<file path="src/rtl/snax_reshuffler_job_scheduler.sv">
// rtl/snax_reshuffler_job_scheduler.sv - job queue and issue/completion scheduler for the reshuffler
module snax_reshuffler_job_scheduler #(
    parameter int QueueDepth   = 4,
    parameter int RegDataWidth = 32,
    parameter int CntWidth     = 16,
    parameter int StartTimeout = 8
) (
    input  logic                            clk_i,
    input  logic                            rst_ni,
    input  logic [RegDataWidth-1:0]         job_cfg_i,
    input  logic                            job_valid_i,
    output logic                            job_ready_o,
    output logic [RegDataWidth-1:0]         acc_ctrl_o,
    output logic                            acc_ctrl_valid_o,
    input  logic                            acc_ctrl_ready_i,
    input  logic                            acc_busy_i,
    input  logic                            clear_done_i,
    output logic [$clog2(QueueDepth):0]     queue_count_o,
    output logic [CntWidth-1:0]             done_count_o,
    output logic                            sched_busy_o,
    output logic                            done_pulse_o
);

    localparam int PtrWidth   = $clog2(QueueDepth);
    localparam int CountWidth = PtrWidth + 1;
    localparam int TimerWidth = $clog2(StartTimeout + 1);

    typedef enum logic [1:0] {
        IDLE,
        ISSUE,
        WAIT_START,
        WAIT_DONE
    } state_t;

    state_t                  state_q, state_d;
    logic [RegDataWidth-1:0] mem_q [QueueDepth];
    logic [PtrWidth-1:0]     wr_ptr_q, rd_ptr_q;
    logic [CountWidth-1:0]   count_q;
    logic [TimerWidth-1:0]   timer_q, timer_d;
    logic [CntWidth-1:0]     done_q;
    logic                    push, pop, complete;

    // Ready depends only on registered occupancy, never on a same-cycle pop.
    assign job_ready_o   = (count_q < CountWidth'(QueueDepth));
    assign push          = job_valid_i && job_ready_o;
    assign pop           = acc_ctrl_valid_o && acc_ctrl_ready_i;
    assign queue_count_o = count_q;
    assign done_count_o  = done_q;
    assign done_pulse_o  = complete;
    assign sched_busy_o  = (state_q != IDLE) || (count_q != '0);

    // Descriptor storage; contents are don't-care while the slot is empty.
    always_ff @(posedge clk_i) begin
        if (push) begin
            mem_q[wr_ptr_q] <= job_cfg_i;
        end
    end

    // Pointers wrap naturally because the depth is a power of two.
    always_ff @(posedge clk_i or negedge rst_ni) begin
        if (!rst_ni) begin
            wr_ptr_q <= '0;
            rd_ptr_q <= '0;
            count_q  <= '0;
        end else begin
            if (push) wr_ptr_q <= wr_ptr_q + PtrWidth'(1);
            if (pop)  rd_ptr_q <= rd_ptr_q + PtrWidth'(1);
            case ({push, pop})
                2'b10:   count_q <= count_q + CountWidth'(1);
                2'b01:   count_q <= count_q - CountWidth'(1);
                default: count_q <= count_q;
            endcase
        end
    end

    // State and start-timeout registers.
    always_ff @(posedge clk_i or negedge rst_ni) begin
        if (!rst_ni) begin
            state_q <= IDLE;
            timer_q <= '0;
        end else begin
            state_q <= state_d;
            timer_q <= timer_d;
        end
    end

    // Next-state, accelerator handshake and completion detection.
    always_comb begin
        state_d          = state_q;
        timer_d          = timer_q;
        acc_ctrl_valid_o = 1'b0;
        acc_ctrl_o       = '0;
        complete         = 1'b0;
        case (state_q)
            IDLE: begin
                if (count_q != '0) state_d = ISSUE;
            end
            ISSUE: begin
                acc_ctrl_valid_o = 1'b1;
                acc_ctrl_o       = mem_q[rd_ptr_q];
                if (acc_ctrl_ready_i) begin
                    state_d = WAIT_START;
                    timer_d = '0;
                end
            end
            WAIT_START: begin
                if (acc_busy_i) begin
                    state_d = WAIT_DONE;
                end else if (timer_q == TimerWidth'(StartTimeout - 1)) begin
                    // Accelerator never went busy: treat as a zero-length job.
                    complete = 1'b1;
                end else begin
                    timer_d = timer_q + TimerWidth'(1);
                end
            end
            WAIT_DONE: begin
                if (!acc_busy_i) complete = 1'b1;
            end
            default: state_d = IDLE;
        endcase
        if (complete) begin
            state_d = (count_q != '0) ? ISSUE : IDLE;
        end
    end

    // Completed-job counter; a clear coinciding with a completion keeps that job.
    always_ff @(posedge clk_i or negedge rst_ni) begin
        if (!rst_ni) begin
            done_q <= '0;
        end else if (clear_done_i) begin
            done_q <= complete ? CntWidth'(1) : '0;
        end else if (complete) begin
            done_q <= done_q + CntWidth'(1);
        end
    end

endmodule

</file>
<file path="config.mk">
export PLATFORM = sky130hd
export DESIGN_NAME = snax_reshuffler_job_scheduler
export DESIGN_NICKNAME = d
export VERILOG_FILES = /design/src/rtl/snax_reshuffler_job_scheduler.sv
export SDC_FILE = /design/constraint.sdc
export NUM_CORES = 1
export LEC_CHECK = 0
export BUFFER_PORTS_ARGS = -buffer_cell sky130_fd_sc_hd__buf_2
export CORE_ASPECT_RATIO = 0.7
export CORE_UTILIZATION = 55
export DETAILED_ROUTE_END_ITERATION = 12
export PLACE_DENSITY = 0.8
export SYNTH_ARGS = -nofsm -noshare
export SYNTH_HDL_FRONTEND = slang
export SYNTH_SLANG_ARGS = --single-unit
</file>
<file path="constraint.sdc">
create_clock -name clk_i -period 2.44 [get_ports clk_i]
set_input_delay 0.488 -clock clk_i [delete_from_list [all_inputs] [get_ports clk_i]]
set_output_delay 0.488 -clock clk_i [all_outputs]
set_load 0.005 [all_outputs]
</file>
# After elaboration in Yosys (flattened, before gate mapping)
# Memories as Yosys holds them, arrays and structs flattened.
# Cells that the tools add are included.
# Widths: inputs -> output; s select.
[op_classes]
addsub = 6
order_cmp = 1
eq_ne = 12
n_mux = 22
reduce_logical = 12
[op_table]
columns = ["op", "count"]
rows = [
  ["$mux 16", 2],
  ["$mux 32", 1],
  ["$add 16x1->16 const B", 1],
  ["$mux 4", 3],
  ["$ne 3x3->1 const B", 3],
  ["$mux 1", 8],
  ["$mux 2", 4],
  ["$pmux 4 s2", 1],
  ["$reduce_and 4->1", 2],
  ["$reduce_bool 2->1", 4],
  ["$eq 2x2->1 const B", 3],
  ["$ne 2x2->1 const B", 3],
  ["$pmux 2 s3", 1],
  ["$pmux 3 s2", 1],
  ["$add 2x1->2 const B", 2],
  ["$add 4x1->4 const B", 1],
  ["$eq 2x1->1 const B", 2],
  ["$eq 4x3->1 const B", 1],
  ["$reduce_bool 4->1", 1],
  ["$add 3x1->3 const B", 1],
  ["$lt 3x3->1 const B", 1],
  ["$reduce_bool 3->1", 1],
  ["$sub 3x1->3 const B", 1],
  ["$logic_and 1x1->1", 2],
  ["other kinds (3)", 3],
]
[totals]
ff_bits = 29
mem_bits_rw = 128
inputBits = 38
output_inout_bits = 55
wordCells = 60
mem_count = 1
[mem_list]
columns = ["name", "depth", "word_bits", "read_ports", "rd_ports_with_merged_regs", "write_ports", "line_no", "source"]
rows = [
  ["mem_q", 4, 32, 1, 0, 1, "36", "logic [RegDataWidth-1:0] mem_q [QueueDepth];"],
]

# Depth between registers and ports, before layout
[logic_depth]
depth_word = 6
ltp_mapped = 11
depth_no_buf = 10

# Least setup slack after synthesis
# Ideal clock, no wire load.
[synth_timing]
kind = "reg-to-output"
startpoint = "reg rd_ptr_q[0]"
endpoint = "out acc_ctrl_o[10]"
arrival_ns = 1.630
required_time_ns = 1.952
path_slack_ns = 0.322
path_stages_with_launch = 5
n_path_buf = 2
cell_sequence = "dfrtp_1 > clkbuf_1 > buf_2 > mux4_2 > and2_1"
[synth_via]
elab_chain_cells = 2
[synth_rtl]
columns = ["item", "line_no", "source"]
rows = [
  ["start: declaration", "37", "logic [PtrWidth-1:0] wr_ptr_q, rd_ptr_q;"],
  ["start signal: assignment", "67", "if (pop) rd_ptr_q <= rd_ptr_q + PtrWidth'(1);"],
  ["$mem_v2 4x32", "-", ""],
  ["$mux 32", "94", "case (state_q)"],
  ["end: declaration", "13", "output logic [RegDataWidth-1:0] acc_ctrl_o,"],
]
# Every way passes these cells.

# Worst setup path in the final report
[layout_timing]
startpoint = "reg rd_ptr_q[0]"
endpoint = "out acc_ctrl_o[23]"
# Same word-level chain as after synthesis.

==> results list <==
- Ranked by total cell area, the synthesized netlist is headed by sky130_fd_sc_hd__edfxtp_1, sky130_fd_sc_hd__dfrtp_1, sky130_fd_sc_hd__mux4_2.
- Area of the multi-input gates: 0.00185 mm²
- In this design, the stage delay of the slowest critical-path cell is 0.53 ns.
- Pin placement for this block handled 93 I/O pins.
- Wires add up to 12.9 mm.
- Synthesized instance count: 383
- In this run the static leakage power is 3.03 nW.
- The worst register-to-register path begins at state_q[0].
- Clock transition time at the flip-flop clock pins of the worst setup and hold paths: 0.06 ns
- Via count of the routed design: 3700
- Post-layout total power: 8.78 mW
- The clock tree synthesis step divided the H-tree into 4 levels.
* Net count of the mapped netlist: 433
- Final-report max-slew violation count: 0
- Excluding fillers, the count of instances in the completed layout stands at 654.
- Startpoint types: register
- In the routed design, unresolved DRC markers number 0.
- Sequential fraction of the synthesis area: 0.699
- Tracing the worst setup path back leads to its startpoint at rd_ptr_q[0].
* Post-cts gate resize count: 0
- Critical path start-end classification: register to output port
* Area occupied by registers: 0.00457 mm²
* Cells after DPL: 623
* Maximum number of pins on one net before global-route repair: 35
- At the end of the flow, the number of nets in the layout was 540.
* Arrival time of the worst setup path: 1.88 ns
- Power spread over the standard cell area amounts to 1110 mW/mm².
- In this run the horizontal extent of the chip is 132 µm.
- Worst setup path end: acc_ctrl_o[23]
- Reg2Reg Capture Point: done_count_o[15]
* Final cell area excluding filler cells: 0.00790 mm²
- Clock sink count: 157
- Final clock period utilization by the worst path: 0.972
- Instance area after placement: 0.00728 mm²
* CP endpoint kind: output port
- The die is 93.2 µm tall.
- Cell accounting for the most synthesized area: sky130_fd_sc_hd__edfxtp_1
* Slew margin rel.: 0.482
- For this configuration, the core starts out at a cell density of 0.579.
- In the final layout, the share of cells above drive strength 1 is 0.343.
* ANT cells: 0
* EDFF count, synth: 128
* Max-cap violation count: 0
- Synthesis-to-layout area growth: 20.7%
- The mapped netlist covers 0.00654 mm².
- TritonCTS clock tree: built
- Number of global-route vias before repair: 3932
- The die covers 0.0123 mm².
- CTS Hold Buffers Added: 0
* Worst Reg-to-Reg Cells: 6
- Each instance of the synthesized netlist takes up on average 17.1 µm².
- Setup total negative slack on the finished layout was measured at 0 ns.
- Counting the buffers created by CTS gives 17.
* Clock latency of the later-clocked register in the worst-skew pair: 0.40 ns
* Required arrival time at the worst endpoint: 1.95 ns
- Across every metal layer, demand over resource in global routing totals 0.224.
- In this run, the number of DRC markers left after iteration 0 of detailed routing was 278.
- Final period demand of the worst path: 2.37 ns
- Average wire per cell in the routed design: 19.7 µm
- Final count of negative-setup-slack endpoints: 0
- In this run, distinct cell masters in the synthesized netlist total 37.
- Setup repair after global routing left no endpoint under its margin.
* Count of standard-cell rows: 32
- The first global-routing pass estimated 20.3 mm of wire.
- Number of antenna-violating nets in the routed design: 0
- Counting flops with an async set or reset pin after synthesis yields a share of 0.185.
* Most common flop cell mapped by yosys: sky130_fd_sc_hd__edfxtp_1
- Drt via density: 5.66
* Transition time of the tightest slew-check pin: 0.758 ns
* Most common cell in the synthesized netlist: sky130_fd_sc_hd__edfxtp_1
* Setup Skew: 0.00835 ns
* Share of the synthesized area in the top cell type: 0.588
* Clock root cell: sky130_fd_sc_hd__clkbuf_16
* Area of the core: 0.0113 mm²
- Worst vdd rail ir drop: 766 µV
- Biggest fanout along the worst timing path: 17
- The setup check on the worst reg-to-reg path leaves a slack of 0.24 ns.
* Final Hold Violating Endpoints: 0
- Slowest cell on the critical path: sky130_fd_sc_hd__mux4_2
* Ordered cell list for the critical path: buf_12, mux4_2, and2_1, buf_2
- The flow ran to the end, and the final reports show no timing, DRC or antenna violations.
* Yosys warning total: 0
* Hold crit path type: input port to async pin
- Top cell types by occurrence after synthesis: sky130_fd_sc_hd__edfxtp_1, sky130_fd_sc_hd__and2_1, sky130_fd_sc_hd__mux4_2
- Count of filler cells inserted in the layout: 749
* Final weighted congestion in routability-driven placement: 0.826
- Number of buffers added on ports: 92
* Total global routing overflow: 0
- Peak clock frequency supported by timing: 422 MHz
* Final HPWL from detailed placement: 7.70 mm
- Final core utilization: 0.699
- Iteration count of the initial detailed-routing pass: 4
- Flop and latch count out of synthesis: 157
- The number of setup buffers added after CTS is 0.
- Antenna violations before repair: 0
- The clock passes through at most 2 buffers.
-- cell usage in the layout (no fill, tap or decap), types with 3 or more instances in the layout --
cell type / synthesis / routed
sky130_fd_sc_hd__a31oi_1: 3 / 3
sky130_fd_sc_hd__mux2i_1: 6 / 6
sky130_fd_sc_hd__buf_4: 0 / 10
sky130_fd_sc_hd__and2_4: 0 / 3
sky130_fd_sc_hd__bufinv_16: 0 / 4
sky130_fd_sc_hd__mux4_2: 32 / 32
sky130_fd_sc_hd__buf_12: 0 / 4
sky130_fd_sc_hd__a21oi_1: 7 / 6
sky130_fd_sc_hd__clkinv_1: 0 / 6
sky130_fd_sc_hd__inv_1: 16 / 16
sky130_fd_sc_hd__nand2_1: 13 / 13
sky130_fd_sc_hd__o21ai_0: 10 / 10
sky130_fd_sc_hd__xnor2_1: 6 / 6
sky130_fd_sc_hd__nand3_1: 3 / 3
sky130_fd_sc_hd__ha_1: 11 / 11
sky130_fd_sc_hd__and2_2: 0 / 4
sky130_fd_sc_hd__edfxtp_1: 128 / 128
sky130_fd_sc_hd__or3_1: 4 / 4
sky130_fd_sc_hd__xor2_1: 9 / 9
sky130_fd_sc_hd__o211ai_1: 6 / 6
sky130_fd_sc_hd__clkbuf_16: 0 / 18
sky130_fd_sc_hd__and2_1: 37 / 30
sky130_fd_sc_hd__nor2_1: 14 / 14
sky130_fd_sc_hd__o2111ai_1: 3 / 3
sky130_fd_sc_hd__buf_2: 5 / 92
sky130_fd_sc_hd__nand4_1: 4 / 4
sky130_fd_sc_hd__nor2b_1: 4 / 4
sky130_fd_sc_hd__dfrtp_1: 29 / 28
-- stage by stage --
step / setup slack, ns / hold WS [ns]
after floorplan: 0.322 / 0.192
after global placement: 0.397 / 0.527
after detailed placement: 0.337 / 0.538
after CTS: 0.00258 / 0.120
after global routing: 0.00301 / 0.152
final: 0.0681 / 0.104
-- where the power goes --
group	switching (mW)	internal [mW]	total (mW)
sequential	0.174	3.32	3.50
combinational	1.30	1.33	2.62
clock	0.975	1.68	2.65
total	2.45	6.33	8.78
-- routing by layer --
metal / global-route usage / vias to the layer above / share of wire
met5: 0 / - / 0
met4: 0.0958 / 0 / 0.011
met3: 0.0396 / 9 / 0.059
met2: 0.364 / 132 / 0.50
met1: 0.304 / 1883 / 0.44
li1: - / 1676 / -
-- state kept, by name, indices dropped and copies added, names as in the netlist --
name	cells
rd_ptr_q	2
wr_ptr_q	2
mem_q	128
queue_count_o	3
done_count_o	16
timer_q	4
state_q	2
-- worst max-delay path: cells and delay by family (launching register included) --
kind / cells / cell delay [ns]
flip-flops: 1 / 0.42
AND/OR/NAND/NOR: 1 / 0.19
multiplexers: 1 / 0.53
buffers and inverters: 2 / 0.33
-- kinds of logic after synthesis --
family	synth area share
AOI/OAI and AO/OA	0.0365
xor gates and xnor gates	0.0201
adders and majority gates	0.0241
buffers and inverters	0.0210
DFF	0.699
muxes	0.119
and+or+nand+nor	0.0802
-- how the worst min path moves through the flow --
| stage | startpoint | slack, ns | depth (start not counted) | end |
|---|---|---|---|---|
| final | rst_ni | 0.10 | 1 | done_count_o[14] |
| after global routing | rst_ni | 0.15 | 1 | done_count_o[10] |
| after CTS | rst_ni | 0.12 | 1 | done_count_o[12] |
| after detailed placement | timer_q[1] | 0.54 | 2 | timer_q[1] |
| after global placement | timer_q[1] | 0.53 | 2 | timer_q[1] |
| after floorplan | rst_ni | 0.19 | 0 | done_count_o[0] |
-- cell type report --
class | count | area share
flip-flops and latches | 157 | 0.579
multi-input cells | 191 | 0.234
repair buffers | 107 | 0.0811
clock buffers | 19 | 0.0548
well taps | 153 | 0.0242
clock inverters | 11 | 0.0190
inverters | 16 | 0.00761
Note: power is estimated with default switching activity, not from simulation.
